--- config.mk ---
export PLATFORM = sky130hd
export DESIGN_NAME = fp_result_capture
export DESIGN_NICKNAME = d
export VERILOG_FILES = /design/src/rtl/fpadd_pkg.sv /design/src/rtl/fp_result_capture_pulse_delay_line.sv /design/src/rtl/fp_result_capture.sv
export SDC_FILE = /design/constraint.sdc
export NUM_CORES = 1
export LEC_CHECK = 0
export ABC_AREA = 1
export CORE_ASPECT_RATIO = 0.7
export CORE_MARGIN = 10
export CORE_UTILIZATION = 60
export CTS_CLUSTER_SIZE = 10
export DETAILED_ROUTE_END_ITERATION = 12
export DONT_BUFFER_PORTS = 1
export GPL_TIMING_DRIVEN = 0
export HOLD_SLACK_MARGIN = 0.02
export PLACE_DENSITY = 0.74
export SYNTH_ARGS = -nofsm -noshare
export SYNTH_HDL_FRONTEND = slang
export SYNTH_SLANG_ARGS = --single-unit
--- constraint.sdc ---
create_clock -name clk -period 12.7 [get_ports clk]
set_clock_uncertainty 0.2 [all_clocks]
set_input_delay 1.27 -clock clk [delete_from_list [all_inputs] [get_ports clk]]
set_output_delay 1.27 -clock clk [all_outputs]
set_load 0.03 [all_outputs]
--- src/rtl/fpadd_pkg.sv ---
// ============================================================================
// fpadd_pkg: constants shared by DataMemory, fpadd_pipelined and capture.
// Revision: 1.0
// ============================================================================
`default_nettype none

package fpadd_pkg;

  localparam int FP_WORD_WIDTH   = 32;
  localparam int DEFAULT_LATENCY = 4;

  function automatic int idx_width(input int depth);
    return (depth < 2) ? 1 : $clog2(depth);
  endfunction

endpackage

`default_nettype wire

--- src/rtl/fp_result_capture_pulse_delay_line.sv ---
// ============================================================================
// pulse_delay_line: LATENCY-deep one-bit shift register producing the strobe.
// Revision: 1.0
// ============================================================================
`default_nettype none

module pulse_delay_line #(
  parameter int LATENCY = 4
) (
  input  logic clk,
  input  logic rst,
  input  logic pulse_in,
  output logic pulse_out
);

  logic [LATENCY-1:0] tag;

  generate
    if (LATENCY == 1) begin : g_single
      always_ff @(posedge clk) begin
        if (rst) tag <= '0;
        else     tag <= pulse_in;
      end
    end else begin : g_multi
      always_ff @(posedge clk) begin
        if (rst) tag <= '0;
        else     tag <= {tag[LATENCY-2:0], pulse_in};
      end
    end
  endgenerate

  assign pulse_out = tag[LATENCY-1];

endmodule

`default_nettype wire

--- src/rtl/fp_result_capture.sv ---
// ============================================================================
// fp_result_capture: stores delayed adder results and steps through them.
// Revision: 1.0
// ============================================================================
`default_nettype none

module fp_result_capture
  import fpadd_pkg::*;
#(
  parameter int LATENCY  = DEFAULT_LATENCY,
  parameter int DEPTH    = 8,
  parameter int FP_WIDTH = FP_WORD_WIDTH
) (
  input  logic                           clk,
  input  logic                           rst,
  input  logic                           capture_pulse,
  input  logic                           review_pulse,
  input  logic [FP_WIDTH-1:0]            result_in,
  output logic [FP_WIDTH-1:0]            disp_data,
  output logic [idx_width(DEPTH)-1:0]    rd_idx,
  output logic [idx_width(DEPTH):0]      count,
  output logic                           full,
  output logic                           overflow
);

  localparam int IDX_W = idx_width(DEPTH);
  localparam int CNT_W = IDX_W + 1;

  logic                wr;
  logic                wr_en;
  logic                rev_en;
  logic [IDX_W-1:0]    next_idx;
  logic [FP_WIDTH-1:0] mem [DEPTH];

  pulse_delay_line #(
    .LATENCY (LATENCY)
  ) u_delay (
    .clk       (clk),
    .rst       (rst),
    .pulse_in  (capture_pulse),
    .pulse_out (wr)
  );

  assign full = (count == CNT_W'(DEPTH));

  // A strobe always wins over review, so review only acts in strobe-free cycles.
  always_comb begin
    wr_en    = wr && !full;
    rev_en   = review_pulse && !wr && (count != '0);
    next_idx = rd_idx + 1'b1;
    if ({1'b0, rd_idx} == count - 1'b1) next_idx = '0;
  end

  always_ff @(posedge clk) begin
    if (wr_en) mem[count[IDX_W-1:0]] <= result_in;
  end

  always_ff @(posedge clk) begin
    if (rst) begin
      disp_data <= '0;
      rd_idx    <= '0;
      count     <= '0;
      overflow  <= 1'b0;
    end else if (wr) begin
      if (wr_en) begin
        count     <= count + 1'b1;
        rd_idx    <= count[IDX_W-1:0];
        disp_data <= result_in;
      end else begin
        overflow  <= 1'b1;
      end
    end else if (rev_en) begin
      rd_idx    <= next_idx;
      disp_data <= mem[next_idx];
    end
  end

endmodule

`default_nettype wire

==> run summary <==
Syn Nets -> 1281
Max FO, Critical Path -> 9
largest cells by area after synthesis -> sky130_fd_sc_hd__edfxtp_1 (59%), sky130_fd_sc_hd__nand2_1 (7.2%), sky130_fd_sc_hd__dfxtp_1 (6.7%)
most numerous cell in the Yosys netlist -> sky130_fd_sc_hd__edfxtp_1
number of antenna violations at the first check in global routing -> 0
type of the worst setup path -> flip-flop to primary output
Syn Area/Cell -> 10.5 sq um
Synth Flop Type -> sky130_fd_sc_hd__edfxtp_1
buffer and inverter count on the worst path -> 3
register bit total from synthesis -> 300
top cells by instance count after synthesis -> sky130_fd_sc_hd__edfxtp_1 (256), sky130_fd_sc_hd__nand2_1 (249), sky130_fd_sc_hd__inv_1 (209)
H-tree depth reported by CTS -> 2
register area share after synthesis -> 65.6%
aggregate global-route resource usage -> 24.6%
DPL Wire Length -> 23.1 mm
number of inserted diodes -> 0
number of synthesized flops with an enable pin -> 256
tightest slew margin relative to the limit -> 39.3%
xor-xnor portion of the synthesized cell area -> 0.0671%
cells on worst reg2reg path -> 14
number of iterations in the first detailed-routing pass -> 6
proportion of layout cells with a drive suffix above 1 -> 13.1%
worst IR drop on VDD -> 0.103 mV
setup violators final -> 0
run status -> finished clean
combinational family with the most area after synthesis -> simple AND/OR/NAND/NOR gates
Core Box Area -> 21600 sq um
vertical die dimension -> 143 um
last element of the critical path -> full
Routed WL -> 35.1 mm
delay of the slowest cell on the worst path -> 0.55 ns
clock input transition at the sequential cells of the worst setup and hold paths -> 0.06 ns
period utilisation layout -> 26.9%
leakage power summed over all cells -> 6.14 nW
global-route congestion overflow total -> 0
cts-stage hold buffer count -> 0
number of pins exceeding their max-slew limit in the final report -> 0
crit-path leading delay family -> flip-flops
Crit-path slowest cell -> sky130_fd_sc_hd__dfxtp_1
Post-Synth Adder-Cell Area -> 0.383%
number of standard cells in the final layout excluding fillers -> 1600
cell count after synthesis -> 1241
# Post-CTS Setup Buffers -> 0
number of vias after detailed routing -> 9381
Netlist Area Pre-Place -> 13100 sq um
number of max-cap violations -> 0
simple-gate share of the synthesized area -> 17.5%
Arrival @ worst endpoint -> 1.94 ns
transition time of the tightest slew-check pin -> 0.910 ns
endpoint of the worst-slack reg-to-reg timing path -> disp_data[6]
dpl cell area -> 13700 sq um
Filler Cells Inserted -> 1609
final antenna-violating net count -> 0
post-placement worst setup slack -> 9.48 ns
final hold viol count -> 0
launching element type of the critical path -> flip-flop
peak clock frequency supported by timing -> 0.293 GHz
effective utilization at floorplan -> 60.5%
ratio of total power to cell area -> 144 nW/um^2
Total Nets Final -> 1335
number of clock sinks -> 300
via/cell ratio -> 5.86
Ports -> 77
count of cell instances traversed by the critical path -> 5
unrepaired setup endpoints after global routing -> no
Die ar. -> 28200 sq um
final std cell area, no fill -> 14700 sq um
die boundary width -> 196 um
startpoint of the worst setup timing path -> count[1]
I/O Buffers -> 0
Setup Total Neg Slack -> 0 ns
Residual DRC -> 0
count of routing violations after the opening detailed-route iteration -> 1120
type of destination of the critical path -> primary output
post-cts gate resize count -> 0
worst hold slack across all endpoints -> 0.204 ns
vias in the first global route -> 9058
mean routed wirelength per cell -> 22.0 um
cell at the root of the clock tree -> sky130_fd_sc_hd__clkbuf_16
global-route wire length before repair -> 53.2 mm
share of the synthesized area in the top cell type -> 58.9%
asr flop ratio synth -> 0%
number of warnings printed during yosys synthesis -> 0
cell accounting for the most synthesized area -> sky130_fd_sc_hd__edfxtp_1
fin crit period -> 3.41 ns
deepest clock path buffer count -> 3
placed instance count -> 1540
CTS Buf Count -> 35
fraction of the mapped netlist area in compound gates -> 7.30%
Area Overhead vs Synth -> 12.4%
std cell rows -> 45
proportion of synthesized area in mux cells -> 0%
Register-to-Register Setup Slack -> 9.44 ns
last weighted congestion value of the routability-driven placer -> 0.848
TritonCTS clock tree -> yes
min setup slack post-route -> 9.29 ns
Reg-to-Reg Start -> count[1]
clock latency of the later-clocked register in the worst-skew pair -> 0.51 ns
CP Cell Sequence -> buf_2 > inv_1 > ha_1 > nand3_1 > inv_2
class of the worst hold path -> flip-flop to flip-flop
pin count of the biggest net entering global routing -> 33
Critical Path RT -> 11.23 ns
Synth cell types -> 26
==> cell families after synthesis <==
group | count (synthesis)
buffers and inverters | 292
AND/OR/NAND/NOR | 504
XOR/XNOR | 1
adder cells (fa/ha/maj) | 4
flip-flops | 300
AO/OA/AOI/OAI | 140
==> power by group <==
group	leakage (nW)	switching, mW	internal (mW)
logic	3.00	0.0793	0.0359
registers	2.66	0.0160	1.08
clock network	0.483	0.373	0.537
==> metal layers <==
layer	vias up	GRT usage, %	part of all wire [%]
li1	4299	-	-
met1	4449	33.9	41
met3	63	6.40	12
met4	0	6.05	1.7
met2	570	38.3	46
met5	-	0	0
==> sequential cells by signal, indices dropped and copies added, names as in the netlist <==
signal / flops
disp_data: 32
mem: 256
rd_idx: 3
overflow: 1
count: 4
u_delay.tag: 4
==> per-stage QoR <==
| step | total power [mW] | util [%] |
|---|---|---|
| 6_report | 2.12 | 68.0 |
| 2_1_floorplan | 1.19 | - |
| 3_3_place_gp | 1.22 | 62.2 |
| 3_5_place_dp | 1.22 | 63.3 |
| 4_1_cts | 2.12 | 68.0 |
| 5_1_grt | 2.18 | 68.0 |
==> worst reg2reg max path: cells and delay by family, from the launching register on <==
family                     cells  cell delay [ns]
AOI/OAI and AO/OA              1             0.19
adders and majority gates      1             0.22
buffers and inverters          7             1.17
DFF                            1             0.55
and+or+nand+nor                5             0.85
==> cells in the final DEF, fill, tap and decap left out <==
| cell | instances |
|---|---|
| sky130_fd_sc_hd__nor2_2 | 1 |
| sky130_fd_sc_hd__nor3_1 | 2 |
| sky130_fd_sc_hd__buf_2 | 28 |
| sky130_fd_sc_hd__dfxtp_1 | 44 |
| sky130_fd_sc_hd__buf_6 | 12 |
| sky130_fd_sc_hd__nand2_2 | 1 |
| sky130_fd_sc_hd__ha_1 | 4 |
| sky130_fd_sc_hd__buf_16 | 1 |
| sky130_fd_sc_hd__nand3_1 | 168 |
| sky130_fd_sc_hd__o21a_1 | 1 |
| sky130_fd_sc_hd__nand3_4 | 1 |
| sky130_fd_sc_hd__nor2_1 | 11 |
| sky130_fd_sc_hd__buf_4 | 10 |
| sky130_fd_sc_hd__o211ai_1 | 2 |
| sky130_fd_sc_hd__or2_2 | 64 |
| sky130_fd_sc_hd__nand2_1 | 249 |
| sky130_fd_sc_hd__xor2_1 | 1 |
| sky130_fd_sc_hd__clkbuf_16 | 37 |
| sky130_fd_sc_hd__nor3_2 | 2 |
| sky130_fd_sc_hd__inv_2 | 8 |
| sky130_fd_sc_hd__clkbuf_1 | 63 |
| sky130_fd_sc_hd__nor2_4 | 3 |
| sky130_fd_sc_hd__o21ai_0 | 35 |
| sky130_fd_sc_hd__nor4_2 | 1 |
| sky130_fd_sc_hd__a31oi_1 | 1 |
| sky130_fd_sc_hd__a21oi_1 | 36 |
| sky130_fd_sc_hd__inv_1 | 207 |
| sky130_fd_sc_hd__nor4_1 | 1 |
| sky130_fd_sc_hd__edfxtp_1 | 256 |
| sky130_fd_sc_hd__a21oi_2 | 1 |
| sky130_fd_sc_hd__o2111ai_1 | 64 |
| sky130_fd_sc_hd__buf_12 | 3 |
==> how the worst min path moves through the flow <==
stage | start | end | slack [ns] | cells after the start
floorplan | u_delay.tag[0] | u_delay.tag[1] | 0.19 | 2
global placement | u_delay.tag[1] | u_delay.tag[2] | 0.19 | 2
detailed placement | u_delay.tag[2] | u_delay.tag[3] | 0.20 | 2
CTS | u_delay.tag[1] | u_delay.tag[2] | 0.21 | 2
global route | u_delay.tag[0] | u_delay.tag[1] | 0.22 | 2
finish | u_delay.tag[2] | u_delay.tag[3] | 0.20 | 2
==> final cells by class <==
| class | instances | area, sq um | share of cell area, % |
|---|---|---|---|
| Buffer | 77 | 377 | 2.57 |
| Tap cell | 282 | 353 | 2.41 |
| Clock buffer | 60 | 1010 | 6.90 |
| Sequential cell | 300 | 8570 | 58.4 |
| Timing Repair Buffer | 17 | 211 | 1.44 |
| Inverter | 215 | 807 | 5.50 |
| Multi-Input combinational cell | 649 | 3340 | 22.8 |
Power figures use the tool's default switching activity.
